===== config.mk =====
export PLATFORM = sky130hd
export DESIGN_NAME = uart_rx
export DESIGN_NICKNAME = d
export VERILOG_FILES = /design/src/rtl/uart_pkg.sv /design/src/rtl/uart_sync2.sv /design/src/rtl/uart_rx.sv
export SDC_FILE = /design/constraint.sdc
export NUM_CORES = 1
export LEC_CHECK = 0
export ABC_AREA = 1
export ABC_CLOCK_PERIOD_IN_PS = 1200
export CAP_MARGIN = 20
export CORE_ASPECT_RATIO = 0.6
export CORE_MARGIN = 1
export CORE_UTILIZATION = 31
export CTS_CLUSTER_DIAMETER = 120
export DETAILED_ROUTE_END_ITERATION = 8
export SYNTH_ARGS = -nofsm -noshare
export SYNTH_HDL_FRONTEND = slang
export SYNTH_SLANG_ARGS = --single-unit

===== constraint.sdc =====
create_clock -name clk -period 1.2 [get_ports clk]
set_input_delay 0.12 -clock clk [delete_from_list [all_inputs] [get_ports clk]]
set_output_delay 0.12 -clock clk [all_outputs]
set_load 0.02 [all_outputs]

===== src/rtl/uart_pkg.sv =====
// Shared UART definitions: FSM state encoding and frame-format defaults,
// common to uart_rx and uart_tx.
package uart_pkg;

   localparam int unsigned UART_DATA_BITS            = 8;
   localparam int unsigned UART_CLKS_PER_BIT_DEFAULT = 16;

   typedef enum logic [1:0] {
      ST_IDLE,
      ST_START,
      ST_DATA,
      ST_STOP
   } uart_state_e;

endpackage : uart_pkg


===== src/rtl/uart_sync2.sv =====
// Two-flop synchronizer for the asynchronous serial line; resets to the
// idle (high) level so reset never looks like a start bit.
module uart_sync2 (
   input  logic clk_i,
   input  logic rst_i,
   input  logic d_i,
   output logic q_o
);

   logic [1:0] sync_q;

   always_ff @(posedge clk_i) begin
      if (rst_i) begin
         sync_q <= '1;
      end else begin
         sync_q <= {sync_q[0], d_i};
      end
   end

   assign q_o = sync_q[1];

endmodule : uart_sync2


===== src/rtl/uart_rx.sv =====
// 8N1 UART receiver: falling-edge start detect, mid-bit sampling, and a
// stop-bit check that returns to idle at the stop midpoint.
module uart_rx
   import uart_pkg::*;
#(
   parameter int unsigned CLKS_PER_BIT = UART_CLKS_PER_BIT_DEFAULT,
   parameter int unsigned DATA_BITS    = UART_DATA_BITS
) (
   input  logic                 clk,
   input  logic                 reset,
   input  logic                 rx,
   output logic [DATA_BITS-1:0] rx_data,
   output logic                 rx_busy,
   output logic                 rx_done,
   output logic                 frame_err
);

   localparam int unsigned CNT_W = $clog2(CLKS_PER_BIT);
   localparam int unsigned BIT_W = $clog2(DATA_BITS);

   localparam logic [CNT_W-1:0] BAUD_HALF = CNT_W'(CLKS_PER_BIT / 2 - 1);
   localparam logic [CNT_W-1:0] BAUD_LAST = CNT_W'(CLKS_PER_BIT - 1);
   localparam logic [BIT_W-1:0] BIT_LAST  = BIT_W'(DATA_BITS - 1);

   logic                 line;
   logic                 line_prev_q;
   uart_state_e          state_q,  state_d;
   logic [CNT_W-1:0]     baud_q,   baud_d;
   logic [BIT_W-1:0]     bit_q,    bit_d;
   logic [DATA_BITS-1:0] shift_q,  shift_d;
   logic [DATA_BITS-1:0] data_q,   data_d;
   logic                 done_q,   done_d;
   logic                 err_q,    err_d;

   uart_sync2 u_sync (
      .clk_i (clk),
      .rst_i (reset),
      .d_i   (rx),
      .q_o   (line)
   );

   always_ff @(posedge clk) begin
      if (reset) begin
         line_prev_q <= 1'b1;
         state_q     <= ST_IDLE;
         baud_q      <= '0;
         bit_q       <= '0;
         shift_q     <= '0;
         data_q      <= '0;
         done_q      <= 1'b0;
         err_q       <= 1'b0;
      end else begin
         line_prev_q <= line;
         state_q     <= state_d;
         baud_q      <= baud_d;
         bit_q       <= bit_d;
         shift_q     <= shift_d;
         data_q      <= data_d;
         done_q      <= done_d;
         err_q       <= err_d;
      end
   end

   always_comb begin
      state_d = state_q;
      baud_d  = baud_q;
      bit_d   = bit_q;
      shift_d = shift_q;
      data_d  = data_q;
      done_d  = 1'b0;
      err_d   = 1'b0;

      unique case (state_q)
         ST_IDLE: begin
            baud_d = '0;
            // Edge-triggered so a line stuck low after a framing error cannot restart.
            if (line_prev_q && !line) begin
               state_d = ST_START;
               bit_d   = '0;
            end
         end

         ST_START: begin
            if (baud_q == BAUD_HALF) begin
               baud_d  = '0;
               state_d = line ? ST_IDLE : ST_DATA;
            end else begin
               baud_d = baud_q + 1'b1;
            end
         end

         ST_DATA: begin
            if (baud_q == BAUD_LAST) begin
               baud_d  = '0;
               shift_d = {line, shift_q[DATA_BITS-1:1]};
               if (bit_q == BIT_LAST) begin
                  state_d = ST_STOP;
               end else begin
                  bit_d = bit_q + 1'b1;
               end
            end else begin
               baud_d = baud_q + 1'b1;
            end
         end

         ST_STOP: begin
            if (baud_q == BAUD_LAST) begin
               baud_d  = '0;
               state_d = ST_IDLE;
               if (line) begin
                  data_d = shift_q;
                  done_d = 1'b1;
               end else begin
                  err_d = 1'b1;
               end
            end else begin
               baud_d = baud_q + 1'b1;
            end
         end

         default: state_d = ST_IDLE;
      endcase
   end

   assign rx_data   = data_q;
   assign rx_busy   = (state_q != ST_IDLE);
   assign rx_done   = done_q;
   assign frame_err = err_q;

endmodule : uart_rx


==> summary.md <==
| Metric | Value |
|---|---|
| Endpoints failing hold | 0 |
| CP peak stage delay | ~0.36 ns |
| Min Tclk post-route | 1.26 ns |
| Critical path's top delay family | simple AND/OR/NAND/NOR gates |
| Post-DP HPWL | ~1900 µm |
| Warnings from Yosys | 0 |
| Critical Path Stages | 5 |
| CTS tree | built |
| Setup ws final | -0.0618 ns |
| Final net count | 196 |
| Vias in the first global route | 1104 |
| Fmax | between 0.7 and 0.8 GHz |
| Register area share after synthesis | about half |
| Peak VDD IR | around 0.00056 V |
| Fraction of layout cells with a size suffix above 1 | 43.5% |
| Status | finished with violations |
| Setup crit start kind | flop |
| Antenna diode count | 0 |
| Htree depth | 2 |
| Setup-failing EPs final | 19 |
| Layout area overhead | 54.4% |
| Max-slew violation count | 0 |
| Post-DRT Antenna Nets | 0 |
| Filler cells | about 340 |
| Via-per-instance ratio | 4.88 |
| Initial DRC Count | 69 |
| Power Total | between 2 and 3 mW |
| Initial antenna violation count | 0 |
| Worst-Skew Late Latency | 0.29 ns |
| Register-to-register setup slack | -0.06 ns |
| Worst Setup SP | baud_q[1]$_SDFF_PP0_ |
| Fin crit share | 105% |
| Vias after detailed routing | 1162 |
| Worst Setup Slack post-DPL | -0.0973 ns |
| GPL Wtd Cong | ~0.77 |
| Mapped Area | 1190 µm² |
| Crit path capture type | flop |
| Crit path to | rx_data[2]$_SDFFE_PP0P_ |
| Worst r2r path cells | 5 |
| CP Buf/Inv Count | 0 |
| Mapped Nets | ~160 |
| Crit Path Class | flop to flop |
| Gr ovfl total | 0 |
| WL final | 3120 µm |
| Flops & latches, synth | 30 |
| Fin util | 50.0% |
| Critical Path AT | 1.48 ns |
| Top-Level Pins | 14 |
| Syn_area_per_cell | slightly below 8 µm² |
| Largest net degree at the start of global routing | 12 |
| Reg-to-reg startpoint | baud_q[1]$_SDFF_PP0_ |
| Die Y | ~50 µm |
| Worst EP required | roughly 1.4 ns |
| Leak pwr | approximately 0.77 nW |
| Total GRT Usage | 16.0% |
| Root Buffer | clkbuf_8 |
| FP Rows | 17 |
| CTS Sinks | 30 |
| First-pass GRT wire length | a little under 5000 µm |
| Max-cap viol count | 0 |
| Clock slew at reported path FFs | roughly 0.07 ns |
| TNS Setup | -0.391 ns |
| Die X-Extent | around 82 µm |
| Min-Delay Path Class | flop to flop |
| Power per Cell Area | approximately 1400 nW/µm² |
| Hold Worst Slack | about 0.41 ns |
| DIE AREA | between 4000 and 5000 µm² |
| Initial core utilization | about a third |
| Yosys cell types | 21 |
| Cells after synthesis | 150 |
| Avg WL per Cell | 13.1 µm |
| Slowest cell on the critical path | dfxtp_2 |
| Residual DRC | 0 |
| CTS Buffer Depth | 2 |
| Core area | between 3000 and 4000 µm² |
| Port bufs | 13 |
| RSZ-0062 raised after global routing | yes |
| CTS buffer count | 5 |
| Skew final | between 0.01 and 0.015 ns |
| Failing checks | setup timing |
| Worst slew margin | roughly 81% |
| DR pass1 iterations | 4 |
| Critical-path cell list | ha_4 -> nand3_4 -> nor2_4 -> nand3_1 -> a21oi_2 |
| Reg-to-reg endpoint | rx_data[2]$_SDFFE_PP0P_ |
| Slew @ Worst Pin | just under 0.3 ns |
| Critical Path Fanout Max | 6 |
==> logic make-up after synthesis <==
family                   share of synthesized area (%)
adder cells (fa/ha/maj)                           3.15
AND/OR/NAND/NOR                                   31.3
buffers and inverters                             5.35
AO/OA/AOI/OAI                                     9.13
flip-flops                                        50.4
XOR/XNOR                                         0.735
==> state kept, by name, indices dropped and copies added (netlist names), named ones only <==
signal and count:
rx_data 8, shift_q 8, baud_q 4, bit_q 3, u_sync.sync_q 2, frame_err 1
line_prev_q 1, rx_done 1, state_q 1
==> layer usage <==
layer / wire length (µm) / track usage (%) / up-vias
met3: 115 / 4.44 / 8
met2: 1480 / 24.8 / 28
met4: 51 / 6.14 / 0
met1: 1480 / 20.9 / 562
met5: 0 / 0 / -
li1: - / - / 564
==> worst min path at each step <==
stage | from | end | cells past startpoint
2_1_floorplan | rx | u_sync.sync_q[0]$_SDFF_PP1_ | 1
3_3_place_gp | u_sync.sync_q[0]$_SDFF_PP1_ | u_sync.sync_q[1]$_SDFF_PP1_ | 1
3_5_place_dp | u_sync.sync_q[0]$_SDFF_PP1_ | u_sync.sync_q[1]$_SDFF_PP1_ | 1
4_1_cts | u_sync.sync_q[0]$_SDFF_PP1_ | u_sync.sync_q[1]$_SDFF_PP1_ | 1
5_1_grt | u_sync.sync_q[0]$_SDFF_PP1_ | u_sync.sync_q[1]$_SDFF_PP1_ | 1
6_report | u_sync.sync_q[0]$_SDFF_PP1_ | u_sync.sync_q[1]$_SDFF_PP1_ | 1
==> worst reg2reg max path, cell delays in order, from the launching register on <==
cell,delay (ns)
dfxtp_2,0.36
ha_4,0.15
nand3_4,0.13
nor2_4,0.24
nand3_1,0.15
a21oi_2,0.16
==> stage by stage <==
| step | area [µm²] | std cells |
|---|---|---|
| global placement | 1500 | 221 |
| floorplan | 1220 | 150 |
| detailed placement | 1500 | 221 |
| CTS | 1740 | 235 |
| global route | 1840 | 238 |
| finish | 1840 | 238 |
==> layout by cell type (no fill, tap or decap), drive strengths merged <==
| cell | count |
|---|---|
| nor3b | 1 |
| dlygate4sd2 | 10 |
| xor2 | 1 |
| o21ai | 9 |
| bufinv | 2 |
| clkdlybuf4s50 | 2 |
| ha | 3 |
| nand3 | 16 |
| clkbuf | 7 |
| buf | 22 |
| a21oi | 12 |
| nor2 | 31 |
| inv | 11 |
| dfxtp | 30 |
| nand2 | 31 |
| nor3 | 1 |
| or2 | 2 |
==> cells in the mapped netlist <==
master | number | area (µm²)
nand2_2 | 3 | 18.8
nand3_2 | 2 | 20.0
clkbuf_1 | 3 | 11.3
ha_1 | 3 | 37.5
nand3_1 | 14 | 70.1
nor3_1 | 1 | 5.00
o21ai_1 | 1 | 5.00
nand2_1 | 27 | 101
or2_2 | 2 | 12.5
nor3b_1 | 1 | 7.51
nor2_1 | 26 | 97.6
a21oi_2 | 1 | 8.76
inv_2 | 2 | 7.51
nor2_2 | 1 | 6.26
nor2_4 | 3 | 33.8
buf_6 | 1 | 11.3
xor2_1 | 1 | 8.76
dfxtp_1 | 30 | 601
a21oi_1 | 11 | 55.1
o21ai_0 | 8 | 40.0
inv_1 | 9 | 33.8
==> final cells by class <==
cell class	instances	area (µm²)	share of cell area (%)
clock buffer	6	82.6	4.49
multi-input combinational	107	688	37.4
clock inverter	2	60.1	3.26
sequential	30	609	33.1
inverter	11	41.3	2.24
tap	47	58.8	3.20
timing repair buffer	35	300	16.3
==> power by group <==
part,total [mW],internal (mW),switching [mW]
clock,1.30,0.886,0.411
sequential,1.03,1.01,0.0121
combinational,0.248,0.111,0.137
total,2.57,2.01,0.560
==> what timing repair did <==
| item | 4_1_cts | 5_1_grt |
|---|---|---|
| gates cloned | 2 | 0 |
| hold buffers | 0 | 0 |
| buffers inserted | 4 | 3 |
| hold endpoints to repair | 0 | 0 |
| pin swaps | 12 | 16 |
| resized for setup | 37 | 31 |
| endpoints found under the setup margin | 33 | 25 |
No activity file was read; power rests on OpenSTA's default activity.
